==> src/rtl/ifu_swc_fetch.sv <==
// SwitchMCU instruction fetch unit: single-word AHB-Lite read master with
// cycle-counter/stall/ITCM gating and branch redirect with in-flight flush.
module ifu_swc_fetch (
   input  logic        hclk,
   input  logic        hrstn,
   input  logic        hready,
   input  logic        hresp,
   input  logic [31:0] hrdata,
   input  logic        itcm_ready,
   input  logic        ifu_dec_stall,
   input  logic [3:0]  cycle_cnt,
   input  logic        pc_write,
   input  logic [31:0] pc_wdata,
   output logic [31:0] haddr,
   output logic        hwrite,
   output logic [31:0] hwdata,
   output logic [2:0]  hsize,
   output logic [2:0]  hburst,
   output logic [6:0]  hprot,
   output logic [1:0]  htrans,
   output logic        hmastlock,
   output logic        ifu_idle,
   output logic [31:0] pc,
   output logic [31:0] inst_out
);

   typedef enum logic [1:0] {
      S_IDLE = 2'd0,
      S_ADDR = 2'd1,
      S_DATA = 2'd2
   } state_t;

   localparam logic [1:0]  HTRANS_IDLE   = 2'b00;
   localparam logic [1:0]  HTRANS_NONSEQ = 2'b10;
   localparam logic [31:0] NOP_INST      = 32'h0000_0013;

   state_t      state_q, state_d;
   logic        flush_q, flush_d;
   logic [31:0] pc_q, pc_d;
   logic [31:0] haddr_q, haddr_d;
   logic [1:0]  htrans_q, htrans_d;
   logic        idle_q, idle_d;
   logic [31:0] inst_q, inst_d;

   logic start_ok;
   assign start_ok = (cycle_cnt == 4'd0) && !ifu_dec_stall && itcm_ready && !pc_write;

   always_comb begin
      // NOTE: every signal gets a default first so no path through the case leaves it unassigned (no latch).
      state_d  = state_q;
      flush_d  = flush_q;
      pc_d     = pc_q;
      haddr_d  = haddr_q;
      htrans_d = htrans_q;
      idle_d   = idle_q;
      inst_d   = inst_q;

      case (state_q)
         S_IDLE: begin
            if (start_ok) begin
               state_d  = S_ADDR;
               haddr_d  = pc_q;
               htrans_d = HTRANS_NONSEQ;
               idle_d   = 1'b0;
            end
         end
         S_ADDR: begin
            if (hready) begin
               state_d  = S_DATA;
               htrans_d = HTRANS_IDLE;
            end
         end
         S_DATA: begin
            if (hready) begin
               state_d = S_IDLE;
               idle_d  = 1'b1;
               flush_d = 1'b0;
               if (!flush_q && !pc_write) begin
                  if (hresp) begin
                     inst_d = NOP_INST;
                  end else begin
                     inst_d = hrdata;
                     pc_d   = pc_q + 32'd4;
                  end
               end
            end
         end
         default: state_d = S_IDLE;
      endcase

      // Redirect wins over everything; an unfinished transfer is marked so its data is dropped.
      if (pc_write) begin
         pc_d = {pc_wdata[31:2], 2'b00};
         if ((state_q == S_ADDR) || (state_q == S_DATA && !hready))
            flush_d = 1'b1;
      end
   end

   always_ff @(posedge hclk) begin
      // NOTE: state registers use non-blocking assignments so all flops update together at the edge.
      if (hrstn) begin
         state_q  <= S_IDLE;
         flush_q  <= 1'b0;
         pc_q     <= 32'h0;
         haddr_q  <= 32'h0;
         htrans_q <= HTRANS_IDLE;
         idle_q   <= 1'b1;
         inst_q   <= NOP_INST;
      end else begin
         state_q  <= state_d;
         flush_q  <= flush_d;
         pc_q     <= pc_d;
         haddr_q  <= haddr_d;
         htrans_q <= htrans_d;
         idle_q   <= idle_d;
         inst_q   <= inst_d;
      end
   end

   assign haddr     = haddr_q;
   assign htrans    = htrans_q;
   assign ifu_idle  = idle_q;
   assign pc        = pc_q;
   assign inst_out  = inst_q;
   assign hwrite    = 1'b0;
   assign hwdata    = 32'h0;
   assign hsize     = 3'b010;
   assign hburst    = 3'b000;
   assign hprot     = 7'b0000010;
   assign hmastlock = 1'b0;

endmodule

==> config.mk <==
export PLATFORM = sky130hd
export DESIGN_NAME = ifu_swc_fetch
export DESIGN_NICKNAME = d
export VERILOG_FILES = /design/src/rtl/ifu_swc_fetch.sv
export SDC_FILE = /design/constraint.sdc
export NUM_CORES = 1
export LEC_CHECK = 0
export BUFFER_PORTS_ARGS = -buffer_cell sky130_fd_sc_hd__buf_2
export CAP_MARGIN = 20
export CORE_AREA = 3 3 104 106
export DETAILED_ROUTE_END_ITERATION = 12
export DIE_AREA = 0 0 107 109
export GPL_TIMING_DRIVEN = 1
export PLACE_DENSITY_LB_ADDON = 0.1
export REMOVE_ABC_BUFFERS = 1
export SLEW_MARGIN = 10
export SYNTH_ARGS = -nofsm -noshare
export SYNTH_HDL_FRONTEND = slang
export SYNTH_SLANG_ARGS = --single-unit
==> constraint.sdc <==
create_clock -name hclk -period 2.4 [get_ports hclk]
set_input_delay 0.36 -clock hclk [delete_from_list [all_inputs] [get_ports hclk]]
set_output_delay 0.36 -clock hclk [all_outputs]
set_load 0.1 [all_outputs]
==> results.txt <==
----------------------------------------------------
[Outcome]
  Status ... finished, final reports clean

[Timing]
  Hold violation count in the final report ... 0
  Worst Slack Setup Final ... roughly 0.16 ns
  Max Clock Freq ... 446 MHz
  Worst slew margin ... 0.615
  Final setup violation count ... 0
  RSZ-0062 raised after global routing ... no
  Post-route clock period utilization ... 0.934
  Final Critical Period ... approximately 2.2 ns
  Number of max-slew violations in the final report ... 0
  Actual transition at the worst max-transition pin ... 0.578 ns
  Clock tree skew after final layout ... 0.00930 ns
  Worst hold-check slack ... 0.210 ns

[Routing]
  Vias after detailed routing ... 4,331
  Mean number of vias per cell ... 5.19
  DR iter-0 viols ... slightly below 200
  Remaining design rule violation count ... 0
  Post-detailed-route count of antenna-violating nets ... 0
  Total Routed Length ... 12.6 mm
  Post-DR wirelength/cell ... 15.1 µm
  Router iterations before antenna repair ... 4

[Setup path]
  Count of buffer and inverter cells on the critical path ... 0
  CP required ... 2.65 ns
  Critical Path End Type ... flop
  Worst path slowest cell ... or4_1
  Kind of cell with the highest combined delay on the critical path ... simple AND/OR/NAND/NOR gates
  Setup Crit Path Kind ... flop to flop
  Series of cell instances along the critical path ... nand4_4, or4_1, or3_1, a2111oi_1
  Signal arrival time at the worst endpoint ... approximately 2.5 ns
  Critical path fanouts, max ... 9
  Highest cell delay on the worst timing path ... 0.74 ns
  Setup crit start kind ... flop

[Finish]
  Core Util, Final ... 0.576
  Share of final-layout standard cells stronger than drive strength 1 ... 0.307
  Growth of design area from synthesis to finish ... 22.8%
  Nets@finish ... 772

[GRT]
  Pin count of the biggest net entering global routing ... 39
  First-pass GRT wire length ... 19.7 mm
  Overall Global Routing Usage ... 0.210
  Overflow left after global routing ... 0
  Vias in the first global route ... 4,131
  Initial antenna violation count ... 0

[Job]
  Maximum Capacitance Violations ... 0

[Yosys]
  Sequential fraction of the synthesis area ... 0.420
  Cell count after synthesis ... 535
  Flip-flop cell with the highest count after synthesis ... dfxtp_1
  Top cell types by occurrence after synthesis ... dfxtp_1, nor2_1, buf_4, mux2i_1
  Cell with the most instances after synthesis ... dfxtp_1
  Share of async-settable or async-resettable flops after synthesis ... 0
  Number of warnings printed during yosys synthesis ... 0
  Count of flip-flops with a built-in enable after synthesis ... 0
  Cell types with the largest area share after synthesis ... dfxtp_1, buf_4, nor2_1, mux2i_1, a22oi_1
  Synth Area per Inst ... 8.65 µm²
  Share of Yosys cell area claimed by the top area cell type ... 0.420
  Total of flip-flops plus latches after synthesis ... 97
  Summed instance area of the synthesized netlist ... 4630 µm²
  Most area-hungry cell type in the Yosys netlist ... dfxtp_1
  Post-synth cell types ... 54

[Floorplanning]
  Number of primary I/O pins ... 221
  Row count ... 36
  Die Footprint ... 11,700 µm²
  Floorplan die width ... 107 µm
  CORE AREA ... around 9900 µm²
  Starting Density ... 0.469
  Die Height ... between 100 and 150 µm

[Clock network]
  H-tree depth reported by CTS ... 3
  Worst-Skew Late Latency ... around 0.37 ns
  CTS tree ... built
  Clock input transition at the sequential cells of the worst setup and hold paths ... 0.10 ns
  Clock tree root buffer cell ... clkbuf_8
  CTS Sinks ... 97
  # hold bufs at CTS ... 0
  Number of buffers created by CTS ... 9
  Max clock buf depth ... 2
  Total of cells resized after clock tree synthesis ... 0
  Post-CTS setup buffers ... 0

[Placement]
  Half-perimeter wire length after placement ... between 9 and 10 mm
  Worst setup slack before clock tree synthesis ... 0.171 ns
  Number of input and output port buffers inserted ... 166
  RePlAce Congestion ... 0.746

[Power]
  LEAKAGE ... 0.00276 µW
  Worst IR drop on VDD ... 0.000334 V
  Power density of the placed cells ... approximately 650 nW/µm²

[Hold path]
  Worst hold path class ... primary input to flop

----------------------------------------------------
-- logic make-up after synthesis --
kind of cell    synth area share
simple gates               0.225
flops                      0.420
buf+inv                    0.123
other cells              0.00162
fa+ha+maj                0.00270
mux                       0.0649
compound gates             0.152
xor+xnor                  0.0114
-- worst register-to-register path, cell delays in order, from the launching register on --
cell and delay (ns):
dfxtp_1 0.50, nand4_4 0.13, or4_1 0.74, or3_1 0.44, a2111oi_1 0.33
-- flip-flops by register name, summed over array words and instances (netlist names) --
signal and cells:
flush_q 1, haddr 30, htrans 1, ifu_idle 1, inst_out 32, pc 30, state_q 2
-- per-stage QoR --
step / cells / area (µm²) / total power (µW) / setup TNS [ns]
3_3_place_gp: 818 / 5470 / 2610 / 0
4_1_cts: 834 / 5680 / 3750 / 0
6_report: 835 / 5680 / 3710 / 0
5_1_grt: 834 / 5680 / 3860 / 0
3_5_place_dp: 818 / 5470 / 2620 / 0
2_1_floorplan: 498 / 4290 / 2430 / -12.22
-- area by class of cell --
type                            instances  area (µm²)
Fill cell                             950        4180
Multi-Input combinational cell        389        2310
Sequential cell                        97        1940
Timing Repair Buffer                  187        1000
Tap cell                              133         166
Clock buffer                            9         124
Clock inverter                          7        83.8
Inverter                               12        45.0
Antenna cell                            1        2.50
-- layout by cell type (no fill, tap or decap), drive strengths merged, types with 4 or more instances in the layout --
cell,count
or3,11
nand4,9
o31ai,5
buf,187
nor2,87
conb,52
xnor2,4
dfxtp,97
mux2i,30
and3,7
nand2,24
nor3,13
o21ai,12
nor2b,6
a2111oi,6
inv,17
clkbuf,9
a221oi,4
a211oi,9
a22oi,29
a311oi,9
nor4,8
a21oi,8
o22ai,4
and4,8
nand2b,4
nand3,12
nor3b,4
-- per-layer routing --
metal / up-vias / routed length (µm) / global-route usage
met3: 13 / 993 / 0.0503
met5: - / 0 / 0
met1: 2024 / 5200 / 0.256
met2: 164 / 6220 / 0.362
met4: 0 / 159 / 0.0804
li1: 2130 / - / -
-- power by group --
| group | internal [µW] | switching (µW) | leakage (µW) |
|---|---|---|---|
| Sequential | 1650 | 55.3 | 0.000789 |
| Combinational | 132 | 752 | 0.00186 |
| Clock | 506 | 620 | 0.000108 |
| Total | 2280 | 1430 | 0.00276 |
-- path summary, 6_finish.rpt --
| kind | startpoint | endpoint | slack, ns | cells past startpoint |
|---|---|---|---|---|
| min | hrdata[4] | inst_out[4]$_SDFFE_PP1P_ | 0.21 | 3 |
| max | pc[10]$_SDFFE_PP0P_ | pc[22]$_SDFFE_PP0P_ | 0.16 | 4 |
| max reg2reg | pc[10]$_SDFFE_PP0P_ | pc[22]$_SDFFE_PP0P_ | 0.16 | 4 |
| min reg2reg | htrans[1]$_SDFFE_PP0P_ | htrans[1]$_SDFFE_PP0P_ | 0.47 | 2 |
Note: power is estimated with default switching activity, not from simulation.
